<file path="config.mk">
export PLATFORM = sky130hd
export DESIGN_NAME = pipe_stage_skid
export DESIGN_NICKNAME = d
export VERILOG_FILES = /design/src/rtl/pipe_stage_skid.sv
export SDC_FILE = /design/constraint.sdc
export NUM_CORES = 1
export LEC_CHECK = 0
export CORE_ASPECT_RATIO = 1.2
export CORE_MARGIN = 8
export CORE_UTILIZATION = 30
export CTS_BUF_LIST = sky130_fd_sc_hd__clkbuf_16
export DETAILED_ROUTE_END_ITERATION = 7
export SLEW_MARGIN = 40
export SYNTH_ARGS = -nofsm -noshare
export SYNTH_HDL_FRONTEND = slang
export SYNTH_SLANG_ARGS = --single-unit
</file>
<file path="constraint.sdc">
create_clock -name clk -period 2.8 [get_ports clk]
set_input_delay 0.84 -clock clk [delete_from_list [all_inputs] [get_ports clk]]
set_output_delay 0.84 -clock clk [all_outputs]
set_load 0.005 [all_outputs]
</file>
<file path="src/rtl/pipe_stage_skid.sv">
// Valid/ready pipeline stage with a 2-entry skid buffer so in_ready comes straight from a flop.
// Carries an opaque payload, supports a squash (flush) and counts downstream stall cycles.
//
//   state | meaning
//   EMPTY | no entry held (main_v=0, skid_v=0)
//   ONE   | head entry in main (main_v=1, skid_v=0)
//   FULL  | head in main, next entry parked in skid (main_v=1, skid_v=1)
module pipe_stage_skid #(
  parameter int unsigned       WIDTH      = 32,
  parameter logic [WIDTH-1:0]  RESET_DATA = '0,
  parameter int unsigned       CNT_W      = 16
) (
  input  logic             clk,
  input  logic             reset_n,
  input  logic             flush,
  input  logic             in_valid,
  output logic             in_ready,
  input  logic [WIDTH-1:0] in_data,
  output logic             out_valid,
  input  logic             out_ready,
  output logic [WIDTH-1:0] out_data,
  output logic [1:0]       occupancy,
  output logic [CNT_W-1:0] stall_cycles
);

  // bit 0 is main_v, bit 1 is skid_v
  typedef enum logic [1:0] {
    EMPTY = 2'b00,
    ONE   = 2'b01,
    FULL  = 2'b11
  } state_t;

  state_t           state;
  state_t           state_nxt;
  logic [WIDTH-1:0] main_q;
  logic [WIDTH-1:0] skid_q;
  logic             main_v;
  logic             skid_v;
  logic             push;
  logic             pop;
  logic             load_main;
  logic             load_skid;

  assign main_v = state[0];
  assign skid_v = state[1];
  assign push   = in_valid & ~skid_v;
  assign pop    = main_v & out_ready;

  always_ff @(posedge clk) begin
    if (!reset_n) state <= EMPTY;
    else          state <= state_nxt;
  end

  always_comb begin
    state_nxt = state;
    case (state)
      EMPTY: if (push) state_nxt = ONE;
      ONE: begin
        if (push && !pop)      state_nxt = FULL;
        else if (!push && pop) state_nxt = EMPTY;
      end
      FULL:    if (pop) state_nxt = ONE;
      default: state_nxt = EMPTY;
    endcase
    if (flush) state_nxt = EMPTY;
  end

  always_comb begin
    in_ready  = ~skid_v;
    out_valid = main_v;
    occupancy = {1'b0, main_v} + {1'b0, skid_v};
    out_data  = main_q;
  end

  // A push during flush is discarded, so the data registers stay untouched that cycle too.
  always_comb begin
    load_main = 1'b0;
    load_skid = 1'b0;
    if (!flush) begin
      case (state)
        EMPTY:   load_main = push;
        ONE: begin
          load_main = push & pop;
          load_skid = push & ~pop;
        end
        FULL:    load_main = pop;
        default: load_main = 1'b0;
      endcase
    end
  end

  always_ff @(posedge clk) begin
    if (!reset_n) begin
      main_q <= RESET_DATA;
      skid_q <= RESET_DATA;
    end else begin
      if (load_main) main_q <= skid_v ? skid_q : in_data;
      if (load_skid) skid_q <= in_data;
    end
  end

  always_ff @(posedge clk) begin
    if (!reset_n)
      stall_cycles <= '0;
    else if (main_v && !out_ready && !flush && (stall_cycles != '1))
      stall_cycles <= stall_cycles + CNT_W'(1);
  end

endmodule
</file>
==> metrics.yaml <==
layout:
  fillCellCount: 1183
  multi_input_area_um2: 1760
  final-seq-area_um2: 1640
  final_common_cell: "clkdlybuf4s50_1"
  final_cell_mix: "clkdlybuf4s50_1 (88), dfxtp_1 (81), nand2_1 (75), mux2i_1 (40)"
  antenna_cells: 0
  areaGrowthSynthToFinish_pct: 41.0
  drive_gt1_frac: 0.0785
  nets: 536
synth:
  synth_cell_type_count: 37
  netlist_top_cells_area: "dfxtp_1 (47%), mux2i_1 (11%), nand2_1 (8.0%)"
  synth_nets: 448
  yosysTopAreaCell: "dfxtp_1"
  seq_area_frac_synth: 0.467
  synth_edf_count: 0
  netlist_area_um2: 3510
  synth_warnings: 0
  synth_seq_cells: 82
  synth_top_area_frac: 0.467
  async_flop_share: 0
  syn_avg_cell_area_um2: 8.70
  synth_top_flop_cell: "dfxtp_1"
  syn_inst: 404
timing:
  rsz0062_at_grt: "no"
  fin_ws_ps: 182
  max_clock_freq_mhz: 382
  tightest_slew_ps: 649
  hold_viol: 0
  report.final.slew_viol_count: 0
  max_slew_margin: 0.568
  setup_tns_ps: 0
  setup_viol: 0
  period_share: 0.935
  fin_worst_skew_ps: 7.78
  period_minus_slack_ps: 2620
pwr:
  leakagePower_nw: 1.65
  vdd_drop_max_mv: 0.345
  p_per_area_nw_per_um2: 562
critical_path:
  end_kind: "output port"
  cp_data_arrival_time_ps: 1780
  cp_max_fo: 9
  r2r-start: "state[0]"
  worstRegToRegCells: 8
  critPathLaunchType: "register"
  path_class: "reg2out"
  rrSetupSlack_ps: 800
  startpoint: "state[0]"
  required_ps: 1960
  r2r_end: "out_data[7]"
clock_network:
  cts_hold_buf: 0
  cts_sinks: 82
  worstSkewPairLatency_ps: 320
  clock_path_buffers: 2
  clk_pin_slew_ps: 60
  cts_htree_levels: 3
  cts.repair.resized: 0
  cts_made_buffers: 9
  cts_tree: "built"
  cts_setup_buffers: 0
  root_buffer: "clkbuf_16"
routing:
  dr.first_iter.drc_count: 153
  vias: 3174
  firstDrtPassIters: 4
  postRouteAntennaNets: 0
  wl_um: 9090
  viasPerCell: 4.85
  route.detailed.drc: 0
  post_drt_wl_per_cell_um: 13.9
floorplanning:
  core_um2: 11500
  die_x_um: 115
  die_h_um: 135
  die-area_um2: 15400
  floorplan.initialDensity: 0.305
  io_pins: 89
  num_rows: 43
grt:
  track_usage: 0.119
  grt_max_degree: 65
  grt_antenna_before_repair: 3
  grt_pass1_vias: 3156
  grt_pass1_wl_um: 15000
  grt.overflow.total: 0
placement:
  place_ws_ps: 3.25
  portBuffers: 88
  gp_congestion: 0.845
  hpwl_um: 6340
job:
  cap_viol_max_count: 0
hold_path:
  hold_path_class: "reg2reg"
  whs_path_depth: 2
  whs_endpoint: "skid_q[14]"
  holdCritStartpoint: "skid_q[14]"
status:
  outcome: "finished, final reports clean"
area by class of cell:
| class | instances | share of cell area |
|---|---|---|
| clock buffer | 9 | 0.0454 |
| clock inverter | 7 | 0.0187 |
| inverter | 6 | 0.00454 |
| multi-input combinational | 290 | 0.355 |
| sequential | 82 | 0.331 |
| tap | 157 | 0.0396 |
| timing repair buffer | 103 | 0.206 |
cell usage after synthesis, types with 5 or more instances:
| master | number |
|---|---|
| nand2b_1 | 8 |
| clkbuf_1 | 21 |
| nand3_1 | 6 |
| nand2_1 | 75 |
| ha_1 | 7 |
| a21oi_1 | 39 |
| mux2i_1 | 40 |
| dfxtp_1 | 82 |
| a211oi_1 | 33 |
| inv_1 | 5 |
| nor3_1 | 5 |
| nor2_1 | 40 |
| nor4_1 | 5 |
report_power, final:
group	total, mW	internal [mW]	switching, mW
clock	1.25	0.781	0.471
sequential	1.24	1.21	0.0253
combinational	0.296	0.169	0.127
layer usage:
metal	global-route usage	routed length, µm	up-vias
li1	-	-	1608
met1	0.131	3970	1475
met2	0.199	4210	71
met3	0.0540	779	14
met4	0.0373	104	6
met5	0	33	-
how the worst max path moves through the flow:
stage / end / slack [ps] / depth (start not counted)
after CTS: occupancy[0] / 150 / 3
after global routing: occupancy[0] / 40 / 3
after floorplan: occupancy[0] / 520 / 4
after global placement: stall_cycles[6] / 80 / 5
final: occupancy[0] / 180 / 3
after detailed placement: out_data[7] / 3 / 9
per-stage QoR:
step           power [mW]  cells  instance area (µm²)  hold WS (ps)  utilization
5_1_grt              2.91    654                 4960           472        0.430
6_report             2.78    654                 4960           452        0.430
2_1_floorplan        1.38    404                 3510           436            -
4_1_cts              2.83    654                 4960           456        0.430
3_3_place_gp         1.56    638                 4640           441        0.403
3_5_place_dp         1.56    638                 4640           448        0.403
worst max-delay path, stage by stage (launching register included):
cell	delay [ps]
dfxtp_1	490
inv_1	110
ha_1	330
clkdlybuf4s50_1	520
registers in the layout (all words and copies together), names as in the netlist:
signal,cells
out_data,32
skid_q,32
stall_cycles,16
state,2
cell families after synthesis:
group,after synthesis,share of synthesized area
AND/OR/NAND/NOR,156,0.198
flip-flops,82,0.467
multiplexers,40,0.114
adder cells (fa/ha/maj),7,0.0249
buffers and inverters,32,0.0356
AO/OA/AOI/OAI,87,0.160
(Power assumes the default switching activity.)
